[src/rtl/mem_load_ctrl.sv]
// Serial load/run sequencer for the tiny processor's icache and dcache.
// Define LOADER_CHKSUM_EN to enable the XOR checksum of committed data bytes.
module mem_load_ctrl #(
  parameter int DATA_W     = 8,
  parameter int ADDR_W     = 4,
  parameter int IMEM_DEPTH = 16,
  parameter int DMEM_DEPTH = 13
) (
  input  logic              clk,
  input  logic              rst,
  input  logic [1:0]        mode_in,
  input  logic              mosi_in,
  input  logic              core_halt_in,
  output logic              icache_wen_out,
  output logic              dcache_wen_out,
  output logic [ADDR_W-1:0] wr_addr_out,
  output logic [DATA_W-1:0] wr_data_out,
  output logic              run_out,
  output logic              done_out,
  output logic              frame_err_out,
  output logic              addr_err_out,
  output logic [DATA_W-1:0] chksum_out
);

  localparam int FRAME_W = ADDR_W + DATA_W;
  localparam int CNT_W   = $clog2(FRAME_W);
  localparam logic [CNT_W-1:0] LAST_BIT = CNT_W'(FRAME_W - 1);

  localparam logic [1:0] MODE_NONE = 2'b00;
  localparam logic [1:0] MODE_I    = 2'b01;
  localparam logic [1:0] MODE_D    = 2'b10;
  localparam logic [1:0] MODE_RUN  = 2'b11;

  typedef enum logic [2:0] {
    IDLE,
    SHIFT_I,
    SHIFT_D,
    RUN,
    DONE
  } state_t;

  state_t             state;
  logic [CNT_W-1:0]   bit_cnt;
  logic [FRAME_W-1:0] shift_buf;
  logic               wait_zero;

  logic [ADDR_W-1:0]  frame_addr;
  logic [DATA_W-1:0]  frame_data;
  logic [1:0]         shift_mode;
  logic               frame_last;
  logic               addr_ok;

  // The final bit is still on mosi_in when the frame completes, so it is
  // spliced in directly as the data MSB.
  assign frame_addr = shift_buf[ADDR_W-1:0];
  assign frame_data = {mosi_in, shift_buf[FRAME_W-2:ADDR_W]};
  assign frame_last = (bit_cnt == LAST_BIT);
  assign shift_mode = (state == SHIFT_I) ? MODE_I : MODE_D;
  assign addr_ok    = (state == SHIFT_I) ? (32'(frame_addr) < IMEM_DEPTH)
                                         : (32'(frame_addr) < DMEM_DEPTH);

`ifndef LOADER_CHKSUM_EN
  assign chksum_out = '0;
`endif

  always_ff @(posedge clk or posedge rst) begin
    if (rst) begin
      state          <= IDLE;
      bit_cnt        <= '0;
      shift_buf      <= '0;
      wait_zero      <= 1'b0;
      icache_wen_out <= 1'b0;
      dcache_wen_out <= 1'b0;
      wr_addr_out    <= '0;
      wr_data_out    <= '0;
      run_out        <= 1'b0;
      done_out       <= 1'b1;
      frame_err_out  <= 1'b0;
      addr_err_out   <= 1'b0;
`ifdef LOADER_CHKSUM_EN
      chksum_out     <= '0;
`endif
    end else begin
      icache_wen_out <= 1'b0;
      dcache_wen_out <= 1'b0;

      case (state)
        IDLE: begin
          // After an illegal mode switch, mode 00 must be seen before re-entry.
          if (wait_zero) begin
            if (mode_in == MODE_NONE) wait_zero <= 1'b0;
          end else begin
            case (mode_in)
              MODE_I, MODE_D: begin
                state        <= (mode_in == MODE_I) ? SHIFT_I : SHIFT_D;
                shift_buf[0] <= mosi_in;
                bit_cnt      <= CNT_W'(1);
                done_out     <= 1'b0;
`ifdef LOADER_CHKSUM_EN
                chksum_out   <= '0;
`endif
              end
              MODE_RUN: begin
                state         <= RUN;
                run_out       <= 1'b1;
                done_out      <= 1'b0;
                frame_err_out <= 1'b0;
                addr_err_out  <= 1'b0;
              end
              default: ;
            endcase
          end
        end

        SHIFT_I, SHIFT_D: begin
          if (mode_in == shift_mode) begin
            shift_buf[bit_cnt] <= mosi_in;
            if (frame_last) begin
              bit_cnt     <= '0;
              wr_addr_out <= frame_addr;
              wr_data_out <= frame_data;
              if (addr_ok) begin
                icache_wen_out <= (state == SHIFT_I);
                dcache_wen_out <= (state == SHIFT_D);
`ifdef LOADER_CHKSUM_EN
                chksum_out     <= chksum_out ^ frame_data;
`endif
              end else begin
                addr_err_out <= 1'b1;
              end
            end else begin
              bit_cnt <= bit_cnt + 1'b1;
            end
          end else begin
            state    <= IDLE;
            done_out <= 1'b1;
            bit_cnt  <= '0;
            if (mode_in != MODE_NONE) begin
              frame_err_out <= 1'b1;
              wait_zero     <= 1'b1;
            end else if (bit_cnt != '0) begin
              frame_err_out <= 1'b1;
            end
          end
        end

        RUN: begin
          // Leaving mode 11 aborts the run without flagging an error.
          if (mode_in != MODE_RUN) begin
            state     <= IDLE;
            run_out   <= 1'b0;
            done_out  <= 1'b1;
            wait_zero <= (mode_in != MODE_NONE);
          end else if (core_halt_in) begin
            state    <= DONE;
            run_out  <= 1'b0;
            done_out <= 1'b1;
          end
        end

        DONE: begin
          if (mode_in == MODE_NONE) state <= IDLE;
        end

        default: begin
          state    <= IDLE;
          run_out  <= 1'b0;
          done_out <= 1'b1;
        end
      endcase
    end
  end

endmodule

[config.mk]
export PLATFORM = sky130hd
export DESIGN_NAME = mem_load_ctrl
export DESIGN_NICKNAME = d
export VERILOG_FILES = /design/src/rtl/mem_load_ctrl.sv
export SDC_FILE = /design/constraint.sdc
export NUM_CORES = 1
export LEC_CHECK = 0
export BUFFER_PORTS_ARGS = -buffer_cell sky130_fd_sc_hd__buf_2
export CAP_MARGIN = 20
export CORE_AREA = 2 2 80 113
export DETAILED_ROUTE_END_ITERATION = 7
export DIE_AREA = 0 0 82 115
export GPL_TIMING_DRIVEN = 0
export HOLD_SLACK_MARGIN = 0.03
export PLACE_DENSITY = 0.38
export SYNTH_ARGS = -nofsm -noshare
export SYNTH_HDL_FRONTEND = slang
export SYNTH_SLANG_ARGS = --single-unit
[constraint.sdc]
create_clock -name clk -period 2.1 [get_ports clk]
set_clock_uncertainty 0.2 [all_clocks]
set_input_delay 0.21 -clock clk [delete_from_list [all_inputs] [get_ports clk]]
set_output_delay 0.21 -clock clk [all_outputs]
set_load 0.05 [all_outputs]
==> results_dict.tcl <==
set metrics [dict create \
    status "finished, final reports clean" \
    critPathCaptureType "register" \
    cts_buffers 5 \
    coreArea_um2 8410 \
    rsz0062_at_grt "false" \
    reg2regPathDepth 6 \
    drt_iter0_drc 25 \
    critPathKind "register to register" \
    synthArstFlopShare 1.00 \
    cp_num_buf_inv 2 \
    final_cell_mix "dfrtp_1, buf_2, mux2_1" \
    grt_first_pass_wirelength_um 8160 \
    power_density_nw_per_um2 1030 \
    finalHoldViolCount 0 \
    synth-seq-cells 37 \
    slowest_delay_ns 0.43 \
    required_ns 2.06 \
    maxCapViolCount 0 \
    areaGrowthSynthToFinish_pct 27.4 \
    hold_depth 4 \
    vias_per_cell 4.50 \
    cp-endpoint "wr_data_out[4]$_DFFE_PP0P_" \
    cts-root-buf "clkbuf_16" \
    rrSetupSlack_ns 0.05 \
    crit_cells 6 \
    grt_overflow 0 \
    ys_types 50 \
    cts_max_level 2 \
    antenna_found_initial 0 \
    ys_warn_count 0 \
    setup_viol 0 \
    cp_cell_sequence "nand4bb_4 > a21o_1 > buf_6 > nor2_4 > clkbuf_16 > mux2_1" \
    max_freq_mhz 488 \
    clk_pin_slew_ns 0.06 \
    die_h_um 115 \
    fp.dieW_um 82 \
    clkSinkCount 37 \
    worst_setup_path_start_kind "register" \
    wl_per_cell_um 16.1 \
    die-area_um2 9430 \
    postSynthAreaPerCell_um2 11.4 \
    tritoncts "yes" \
    drt.antenna.violating_nets 0 \
    final_common_cell "dfrtp_1" \
    dpl.hpwl_um 3650 \
    start_util 0.246 \
    drc 0 \
    place.gp.congestion 0.741 \
    synthFlopType "dfrtp_1" \
    slew_viol_final 0 \
    row_count 40 \
    dr.pass1.iters 4 \
    p_leak_nw 1.25 \
    port-buffer-count 23 \
    routed_wl_um 5340 \
    io_pins 32 \
    netlist_area_um2 2070 \
    min-delay-path-class "input pin to register" \
    grt_usage 0.116 \
    r2r-end "wr_data_out[4]$_DFFE_PP0P_" \
    placed_cell_area_um2 2340 \
    cp_max_fo 9 \
    path_delay_family "simple AND/OR/NAND/NOR gates" \
    nets 239 \
    clk_latency_ns 0.28 \
    drive_gt1_frac 0.308 \
    dr_total_vias 1493 \
    ir_drop_mv 0.397 \
    crit_arrival_ns 2.01 \
    crit_slowest_cell "dfrtp_2" \
    synth_seq_area_share 0.449 \
    startpoint "state[1]$_DFFE_PP0P_" \
    netlist_instances 181 \
    min_period_over_period 0.976 \
    final_cell_area_um2 2630 \
    cts.path.max_buffers 2 \
    worst_slew_pin_slew_ns 0.825 \
    grt_start_max_net_pins 38 \
    relSlewSlack 0.449 \
    grt_pass1_vias 1537 \
    antenna_cells 0 \
    holdWs_ns 0.199 \
    fin_crit_ns 2.05 \
    timing.rr.start "state[1]$_DFFE_PP0P_" \
    synth_edf_count 0 \
]
-- stage by stage --
step | instances | setup WS, ns | setup TNS [ns] | utilization | power [mW]
floorplan | 188 | 0.219 | 0 | - | 1.65
global placement | 316 | -0.0660 | -0.770 | 0.278 | 1.91
detailed placement | 316 | -0.0578 | -0.571 | 0.278 | 1.90
CTS | 327 | 0.0189 | 0 | 0.301 | 2.67
global route | 332 | 0.00580 | 0 | 0.313 | 2.86
finish | 332 | 0.0506 | 0 | 0.313 | 2.70
-- layer usage --
layer  vias to the layer above  routed length [um]  share of wire  global-route usage
li1                        725                   -              -                   -
met1                       734                2220           0.42               0.137
met3                         5                 131          0.025              0.0196
met5                         -                   0              0                   0
met2                        29                2900           0.54               0.203
met4                         0                  94          0.018              0.0533
-- how the worst min path moves through the flow --
stage | startpoint | endpoint | slack (ns)
6_report | mode_in[0] | icache_wen_out$_DFF_PP0_ | 0.20
5_1_grt | mode_in[0] | icache_wen_out$_DFF_PP0_ | 0.21
4_1_cts | mode_in[0] | icache_wen_out$_DFF_PP0_ | 0.11
3_5_place_dp | rst | icache_wen_out$_DFF_PP0_ | 0.23
3_3_place_gp | wr_addr_out[1]$_DFFE_PP0P_ | wr_addr_out[1]$_DFFE_PP0P_ | 0.27
2_1_floorplan | mosi_in | shift_buf[5]$_DFFE_PP0P_ | 0.14
-- layout make-up --
| type | count | area, um^2 |
|---|---|---|
| Tap cell | 105 | 131 |
| Inverter | 7 | 26.3 |
| Clock inverter | 3 | 17.5 |
| Timing Repair Buffer | 31 | 200 |
| Multi-Input combinational cell | 125 | 1040 |
| Buffer | 19 | 159 |
| Sequential cell | 37 | 930 |
| Fill cell | 892 | 5780 |
| Clock buffer | 5 | 125 |
-- cells in the mapped netlist, types with 2 or more instances --
| cell | n | share of area |
|---|---|---|
| buf_2 | 2 | 0.0048 |
| o21ai_0 | 3 | 0.0073 |
| buf_4 | 10 | 0.036 |
| nand2_1 | 10 | 0.018 |
| ha_1 | 7 | 0.042 |
| a21o_1 | 2 | 0.0073 |
| a31oi_1 | 2 | 0.0061 |
| mux2_1 | 24 | 0.13 |
| nand2b_1 | 5 | 0.015 |
| buf_6 | 5 | 0.027 |
| nor4b_2 | 2 | 0.015 |
| a21oi_1 | 4 | 0.0097 |
| nand3_1 | 9 | 0.022 |
| nor3_1 | 5 | 0.012 |
| clkbuf_1 | 2 | 0.0036 |
| o211ai_1 | 3 | 0.011 |
| dfrtp_1 | 36 | 0.44 |
| inv_1 | 7 | 0.013 |
| nor2b_1 | 3 | 0.0091 |
| a22oi_1 | 2 | 0.0073 |
| nor4_1 | 2 | 0.0061 |
| o31ai_1 | 3 | 0.011 |
| nand4bb_1 | 2 | 0.011 |
| nor2_1 | 5 | 0.0091 |
-- cell families after synthesis --
family / count (synthesis) / share of synthesized area
muxes: 24 / 0.131
other: 1 / 0.00181
AOI/OAI and AO/OA: 30 / 0.114
xor gates and xnor gates: 1 / 0.00424
buffers and inverters: 26 / 0.0847
DFF: 37 / 0.449
and+or+nand+nor: 55 / 0.174
adders and majority gates: 7 / 0.0424
-- sequential cells by signal, indices dropped and copies added, names as in the netlist --
| name | count |
|---|---|
| shift_buf | 11 |
| wr_data_out | 8 |
| bit_cnt | 4 |
| wr_addr_out | 4 |
| state | 3 |
| addr_err_out | 1 |
| dcache_wen_out | 1 |
| done_out | 1 |
| frame_err_out | 1 |
| icache_wen_out | 1 |
| run_out | 1 |
| wait_zero | 1 |
-- timing repair --
action | CTS | global route
buffers inserted | 0 | 4
pin swaps | 0 | 3
endpoints found under the hold margin | 39 | 0
gates resized for setup | 2 | 11
cloned | 0 | 1
hold buffers | 3 | 0
endpoints found under the setup margin | 14 | 18
-- where the power goes --
group,total (mW),switching (mW),internal [mW]
combinational,1.01,0.602,0.406
sequential,0.957,0.121,0.836
clock,0.734,0.299,0.435
total,2.70,1.02,1.68
-- worst reg2reg max path, stage by stage, from the launching register on --
cell and delay (ns):
dfrtp_2 0.43, nand4bb_4 0.26, a21o_1 0.19, buf_6 0.15
nor2_4 0.20, clkbuf_16 0.19, mux2_1 0.31
No activity file was read; power rests on OpenSTA's default activity.
